--- src/rtl/lsu_pkg.sv ---
// Shared types and helpers for the load/store unit.
package lsu_pkg;

  localparam int unsigned DATA_W = 32;

  typedef enum logic [1:0] {
    SZ_BYTE = 2'b00,
    SZ_HALF = 2'b01,
    SZ_WORD = 2'b10,
    SZ_RSVD = 2'b11
  } size_e;

  typedef enum logic [1:0] {
    ST_IDLE = 2'b00,
    ST_RD   = 2'b01,
    ST_WR   = 2'b10,
    ST_DONE = 2'b11
  } state_e;

  // Request fields held for the duration of one access
  typedef struct packed {
    logic              store;
    size_e             size;
    logic              is_unsigned;
    logic [DATA_W-1:0] wdata;
  } req_t;

  // Sign- or zero-extend the low byte/half of a read word
  function automatic logic [DATA_W-1:0] load_extend(input logic [DATA_W-1:0] word,
                                                    input size_e             size,
                                                    input logic              is_unsigned);
    logic [DATA_W-1:0] res;
    case (size)
      SZ_BYTE: res = {{24{~is_unsigned & word[7]}}, word[7:0]};
      SZ_HALF: res = {{16{~is_unsigned & word[15]}}, word[15:0]};
      default: res = word;
    endcase
    return res;
  endfunction

  // Replace the low byte/half of a read word with new store data
  function automatic logic [DATA_W-1:0] store_merge(input logic [DATA_W-1:0] old_word,
                                                    input logic [DATA_W-1:0] new_data,
                                                    input size_e             size);
    logic [DATA_W-1:0] res;
    case (size)
      SZ_BYTE: res = {old_word[31:8], new_data[7:0]};
      SZ_HALF: res = {old_word[31:16], new_data[15:0]};
      default: res = new_data;
    endcase
    return res;
  endfunction

endpackage

--- src/rtl/lsu_extend.sv ---
// Combinational sign/zero extension of the load result.
module lsu_extend
  import lsu_pkg::*;
(
  input  logic [DATA_W-1:0] word_i,
  input  size_e             size_i,
  input  logic              unsigned_i,
  output logic [DATA_W-1:0] data_c_o
);

  // Pure function of the captured memory word
  assign data_c_o = load_extend(word_i, size_i, unsigned_i);

endmodule

--- src/rtl/load_store_unit.sv ---
// Data-memory initiator: one load/store at a time, sub-word stores via read-modify-write.
module load_store_unit
  import lsu_pkg::*;
#(
  parameter int unsigned ADDR_W      = 32,
  parameter bit          ALIGN_CHECK = 1'b1
) (
  input  logic              clk,
  input  logic              rst_n,
  input  logic              req_valid,
  output logic              req_ready,
  input  logic              req_store,
  input  logic [1:0]        req_size,
  input  logic              req_unsigned,
  input  logic [ADDR_W-1:0] req_addr,
  input  logic [31:0]       req_wdata,
  output logic              resp_valid,
  output logic [31:0]       resp_rdata,
  output logic              resp_err,
  output logic              busy,
  output logic [ADDR_W-1:0] mem_address,
  output logic [31:0]       mem_write_data,
  output logic              mem_read,
  output logic              mem_write,
  input  logic [31:0]       mem_read_data
);

  state_e            state_q, state_d;
  req_t              req_q, req_d;
  logic [ADDR_W-1:0] addr_q, addr_d;
  logic [31:0]       rdata_q, rdata_d;
  logic [31:0]       wdata_q, wdata_d;
  logic              resp_valid_q, resp_valid_d;
  logic              resp_err_q, resp_err_d;

  size_e       size_c;
  logic        misalign_c;
  logic        req_err_c;
  logic [31:0] ext_c;
  logic [31:0] merge_c;

  // Request screening: misaligned (when enabled) or reserved size completes as an error
  assign size_c     = size_e'(req_size);
  assign misalign_c = ALIGN_CHECK &&
                      (((size_c == SZ_HALF) && req_addr[0]) ||
                       ((size_c == SZ_WORD) && (req_addr[1:0] != 2'b00)));
  assign req_err_c  = misalign_c || (size_c == SZ_RSVD);

  lsu_extend u_extend (
    .word_i     (mem_read_data),
    .size_i     (req_q.size),
    .unsigned_i (req_q.is_unsigned),
    .data_c_o   (ext_c)
  );

  assign merge_c = store_merge(mem_read_data, req_q.wdata, req_q.size);

  // Next-state and registered-output logic
  always_comb begin
    state_d      = state_q;
    req_d        = req_q;
    addr_d       = addr_q;
    rdata_d      = rdata_q;
    wdata_d      = wdata_q;
    resp_valid_d = 1'b0;
    resp_err_d   = 1'b0;
    case (state_q)
      ST_IDLE: begin
        if (req_valid) begin
          addr_d            = req_addr;
          req_d.store       = req_store;
          req_d.size        = size_c;
          req_d.is_unsigned = req_unsigned;
          req_d.wdata       = req_wdata;
          if (req_err_c) begin
            state_d      = ST_DONE;
            resp_valid_d = 1'b1;
            resp_err_d   = 1'b1;
          end else if (!req_store) begin
            state_d = ST_RD;
          end else if (size_c == SZ_WORD) begin
            state_d = ST_WR;
            wdata_d = req_wdata;
          end else begin
            state_d = ST_RD;
          end
        end
      end
      ST_RD: begin
        if (req_q.store) begin
          wdata_d = merge_c;
          state_d = ST_WR;
        end else begin
          rdata_d      = ext_c;
          state_d      = ST_DONE;
          resp_valid_d = 1'b1;
        end
      end
      ST_WR: begin
        state_d      = ST_DONE;
        resp_valid_d = 1'b1;
      end
      ST_DONE: begin
        state_d = ST_IDLE;
      end
      default: begin
        state_d = ST_IDLE;
      end
    endcase
  end

  // State and output registers with synchronous reset
  always_ff @(posedge clk) begin
    if (!rst_n) begin
      state_q      <= ST_IDLE;
      req_q        <= '0;
      addr_q       <= '0;
      rdata_q      <= '0;
      wdata_q      <= '0;
      resp_valid_q <= 1'b0;
      resp_err_q   <= 1'b0;
    end else begin
      state_q      <= state_d;
      req_q        <= req_d;
      addr_q       <= addr_d;
      rdata_q      <= rdata_d;
      wdata_q      <= wdata_d;
      resp_valid_q <= resp_valid_d;
      resp_err_q   <= resp_err_d;
    end
  end

  // Strobes gated by rst_n so a reset aborts an in-flight write immediately
  assign mem_read       = (state_q == ST_RD) && rst_n;
  assign mem_write      = (state_q == ST_WR) && rst_n;
  assign req_ready      = (state_q == ST_IDLE);
  assign busy           = (state_q != ST_IDLE);
  assign mem_address    = addr_q;
  assign mem_write_data = wdata_q;
  assign resp_valid     = resp_valid_q;
  assign resp_err       = resp_err_q;
  assign resp_rdata     = rdata_q;

endmodule

--- config.mk ---
export PLATFORM = sky130hd
export DESIGN_NAME = load_store_unit
export DESIGN_NICKNAME = d
export VERILOG_FILES = /design/src/rtl/lsu_pkg.sv /design/src/rtl/lsu_extend.sv /design/src/rtl/load_store_unit.sv
export SDC_FILE = /design/constraint.sdc
export NUM_CORES = 1
export LEC_CHECK = 0
export BUFFER_PORTS_ARGS = -buffer_cell sky130_fd_sc_hd__buf_2
export CAP_MARGIN = 20
export CELL_PAD_IN_SITES_DETAIL_PLACEMENT = 1
export CELL_PAD_IN_SITES_GLOBAL_PLACEMENT = 2
export CORE_ASPECT_RATIO = 0.7
export CORE_MARGIN = 4
export CORE_UTILIZATION = 31
export DETAILED_ROUTE_END_ITERATION = 10
export GPL_TIMING_DRIVEN = 0
export PLACE_DENSITY_LB_ADDON = 0.05
export SYNTH_ARGS = -nofsm -noshare
export SYNTH_HDL_FRONTEND = slang
export SYNTH_HIERARCHICAL = 1
export SYNTH_SLANG_ARGS = --single-unit
--- constraint.sdc ---
create_clock -name clk -period 4.7 [get_ports clk]
set_clock_uncertainty 0.2 [all_clocks]
set_input_delay 0 -clock clk [delete_from_list [all_inputs] [get_ports clk]]
set_output_delay 0 -clock clk [all_outputs]
set_load 0.01 [all_outputs]
After elaboration in Yosys (flattened, before gate mapping) --
Cells that the tools add are included.
Operators by class: equal/unequal tests 12, reductions and logical operators 15, bitwise logic cells 4, multiplexer cells 18
Operators with widths (count):
- 32-bit case mux with 2 select lines | 3
- 32-bit 2-to-1 mux | 5
- 2-bit equality test, second input constant | 4
- 2-bit 2-to-1 mux | 4
- 2-bit case mux with 4 select lines | 1
- 2-bit by 1-bit equality test with 1-bit output, second input constant | 3
- 2-bit inequality test, second input constant | 3
- 2-bit AND reduction | 3
- 6-bit AND reduction | 1
- 2-bit nonzero test | 3
- 1-bit logical AND | 4
- 2-bit logical NOT | 2
- 1-bit 2-to-1 mux | 4
- 2-bit by 1-bit inequality test with 1-bit output, second input constant | 2
- 1-bit case mux with 3 select lines | 1
- 1-bit bitwise AND | 2
- 1-bit logical OR | 2
- 1-bit inverter | 2
Storage, ports and cells: output and inout port bits 102, bits of input ports 103, logic and storage cells 59, flip-flop bits (word level) 136

Logic depth before layout (Yosys ltp) --
depth in word-level cells 7, depth in mapped cells 9, depth with buffers taken out 6

Cells and area by module --
The synthesis kept the hierarchy.
By module, submodules not included:
- load_store_unit | instances 1, area each 5874.4 um^2, seq. area each 2722.6 um^2, cells each 684
- lsu_extend | instances 1, area each 355.3 um^2, seq. area each 0.0 um^2, cells each 67

Worst setup path before layout --
OpenSTA, ideal clock, no wires.
path type reg-to-reg, start point register state_q[0], end point register wdata_q[4], in the netlist mem_write_data[4], buffers on the path 1, required time 4.381 ns, stages on the path, launching flop included 8, period minus slack after synthesis 1.933 ns, arrival time 1.614 ns, library setup time 0.119 ns, setup slack 2.767 ns, path through dfxtp_1 > inv_1 > ha_1 > inv_2 > a31oi_4 > nor2_4 > buf_6 > o221a_1
On the way: cells in the longest elaborated chain, start to end 3, elaborated cells on any way between the ends 10, classes of those cells eq/ne: 6; mux: 1; reduce/logical: 3
Ends and longest elaborated chain:
- start, declared | line load_store_unit.sv:28 | state_e state_q, state_d;
- start signal, assigned | line load_store_unit.sv:123 | state_q <= state_d;
- 2-bit logical NOT *
- via req_ready | line load_store_unit.sv:11 | output logic req_ready,
- 2-bit by 1-bit inequality test with 1-bit output (no line) (tied with other cells)
- 6-bit AND reduction (no line)
- end signal, assigned | line load_store_unit.sv:127 | wdata_q <= wdata_d;
- end, declared | line load_store_unit.sv:32 | logic [31:0] wdata_q, wdata_d;
Mark *: on every way through the listed nets, which the timed path passes. The rest lies on a longest branch. A chain may end at the register's enable or synchronous reset.

Worst setup path in the final report --
start point register state_q[1], end point output mem_read
On the way: cells in the longest elaborated chain, start to end 2
Ends and longest elaborated chain:
- 2-bit by 1-bit equality test with 1-bit output | line load_store_unit.sv:134 | assign mem_read = (state_q == ST_RD) && rst_n;
- 1-bit logical AND | line load_store_unit.sv:134
- end, declared | line load_store_unit.sv:23 | output logic mem_read,
Every way passes these cells.

==> results.ini <==
[synth]
synthFlopType = dfxtp_1
synth_edf_count = 0
ys_seq_elements = 136
synth_top_area_share_pct = 43.7
avgSynthCellArea_um2 = 8.30
syn_inst = 751
synth_area_leader_cell = dfxtp_1
syn-num-nets = 859
syn-cell-area_mm2 = 0.00623
ys_types = 44
ys_seq_area_share_pct = 43.7
synth-warning-count = 6
synthArstFlopShare_pct = 0
synthTopCellsByArea = dfxtp_1 (44%), nand2_1 (15%), a21boi_0 (12%)

[final_layout]
syn2layout_area_growth_pct = 47.6
drive_above_1_share_pct = 27.4
nets = 1176
final_util_pct = 46.4
fillers = 2440

[routing]
drt_wl_total_um = 23600
first_pass_iters = 5
drt_iter0_markers = 308
final_antenna_net_count = 0
via_per_inst = 4.69
drcViolationCount = 0
wl_met1_um = 11500
wl_per_cell_um = 17.5
met2_length_um = 10600
top_layer_used = met4
wl_met3_um = 1280
vias = 6343

[critical_path]
cp-start-kind = flip-flop
crit_fanout = 10
reg2reg_depth = 8
arrival_ns = 2.39
critPathRequiredTime_ns = 4.50
crit_type = flip-flop to output port
cp-end-kind = output port

[clock_network]
cts_sinks = 136
cts_tree = done
postCtsSetupBuffers = 0
cts.path.max_buffers = 2
path_clk_slew_ns = 0.06
cts.repair.resized = 0
cts_inserted_buffers = 17
clk_latency_ns = 0.41
postCtsHoldBufs = 102
htreeDepth = 4
cts.root.buffer_cell = clkbuf_16

[power]
combPwrFrac_pct = 39.9
total_power_mw = 5.01
p_leak_nw = 3.93
swShare_pct = 38.7
p_switching_mw = 1.94
intPower_mw = 3.07
powerDensity_mw_per_mm2 = 545
ir_worst_vdd_v = 0.000260
sequentialPowerShare_pct = 32.0
p_clk_share_pct = 28.1

[floorplanning]
ios = 205
core_mm2 = 0.0198
num_rows = 43
die_w_um = 177
fp.dieH_um = 127
initial_core_util_pct = 31.5
dieArea_mm2 = 0.0225

[min_path]
min_path_cells = 4
hold_class = primary input to flip-flop

[timing]
fin_crit_sh_pct = 55.1
timing.setup.tns_ns = 0
rsz0062_at_grt = no
setup_viol = 0
fmax_mhz = 386
hold_viol = 0
tightest_slew_ns = 0.672
finalCriticalPeriod_ns = 2.59
max_slew_margin_pct = 55.2
finalMaxSlewViolations = 0

[place]
port_buffers = 196
finalWeightedCongestion = 0.820
dp_hpwl_um = 17800

[global_routing]
first_global_vias = 6815
grt_pass1_wl_um = 37300
antenna_found_initial = 1
track_usage_pct = 21.2
grt_max_degree = 17
grt_overflow = 0

[flow_run]
max-cap-violations = 0

[outcome]
outcome = complete, no violations

## logic make-up after synthesis
logic type	after synthesis	synth area share, %
multiplexers	33	5.36
AND/OR/NAND/NOR	303	20.5
flip-flops	136	43.7
adder cells (fa/ha/maj)	5	1.00
AO/OA/AOI/OAI	197	22.6
buffers and inverters	77	6.87
## synth_stat cells, types with 2 or more instances
library cell	n
buf_4	12
nor2_1	16
a21boi_1	2
a31o_1	3
a31o_2	6
clkbuf_2	2
dfxtp_1	136
nand2_1	249
a2111oi_0	6
nand2_2	2
inv_1	3
nor3_1	2
a2111oi_2	2
a21boi_0	98
ha_1	5
buf_2	19
buf_1	2
mux2i_1	32
nand4_1	18
o21ai_0	50
a21oi_1	19
and2_1	3
o221a_2	4
o221a_1	4
clkbuf_1	29
buf_6	9
## path summary, 6_finish.rpt
kind	start	to	slack [ns]
worst min-delay path	req_addr[25]	mem_address[25]	0.17
worst min register to register	mem_address[15]	mem_address[15]	0.26
worst max register to register	state_q[1]	mem_write_data[30]	2.33
worst max-delay path	state_q[1]	mem_read	2.11
## power by group through the flow
stage / clock network (mW) / logic, mW / registers [mW]
after floorplan: 0 / 1.11 / 1.70
after global placement: 0 / 1.88 / 1.61
after detailed placement: 0 / 1.94 / 1.63
after global routing: 1.48 / 2.23 / 1.64
after CTS: 1.44 / 2.02 / 1.61
final: 1.40 / 2.00 / 1.60
## cell type report
cell class	count	area [um^2]	area share [%]
diodes	1	2.50	0.0272
plain buffers	73	413	4.49
clock buffers	19	453	4.93
clock inverters	13	168	1.82
inverters	4	15.0	0.163
multi-input cells	538	3080	33.5
flip-flops and latches	136	2720	29.6
well taps	270	338	3.67
repair buffers	298	2000	21.8
## cell usage in the layout (no fill, tap or decap), types with 2 or more instances in the layout
cell type      count
clkbuf_2           2
clkbuf_8           2
inv_1              3
nor3_1             2
buf_1              2
buf_6              9
dfxtp_1          136
buf_2            215
o21ai_0           50
o221a_2            4
a21boi_0          98
inv_6              3
bufinv_16          3
buf_4             12
clkbuf_1          29
nor2_1            16
nand2_2            2
a21boi_1           2
ha_1               5
a31o_2             6
clkbuf_16         17
a2111oi_2          2
nand2_1          249
o221a_1            4
clkinvlp_4         5
dlygate4sd3_1    102
a31o_1             3
and2_1             3
a2111oi_0          6
mux2i_1           32
a21oi_1           19
nand4_1           18
## per-stage QoR
stage	setup WS [ns]	std cells	hold slack, ns	area, um^2
6_report	2.11	1352	0.174	9190
5_1_grt	1.86	1352	0.190	9190
4_1_cts	2.09	1351	0.153	9190
3_5_place_dp	2.36	1217	0.0541	7550
3_3_place_gp	2.40	1217	0.0512	7550
2_1_floorplan	2.77	751	-0.0652	6230
## sequential cells by signal, indices dropped and copies added, names as in the netlist
register        count
resp_err            1
mem_write_data     32
state_q             2
req_q              36
resp_rdata         32
mem_address        32
resp_valid          1
## per-layer routing
metal	vias up	GRT usage (%)
met2	157	33.6
met5	-	0
met1	2996	29.4
met4	0	5.55
li1	3172	-
met3	18	4.47
## critical path, stage by stage (launching register included)
cell and delay (ns):
dfxtp_1 0.33, inv_1 0.11, ha_1 0.14, buf_2 0.20
buf_2 0.35, clkbuf_1 0.44, and2_1 0.25, buf_2 0.15
Note: power is estimated with default switching activity, not from simulation.
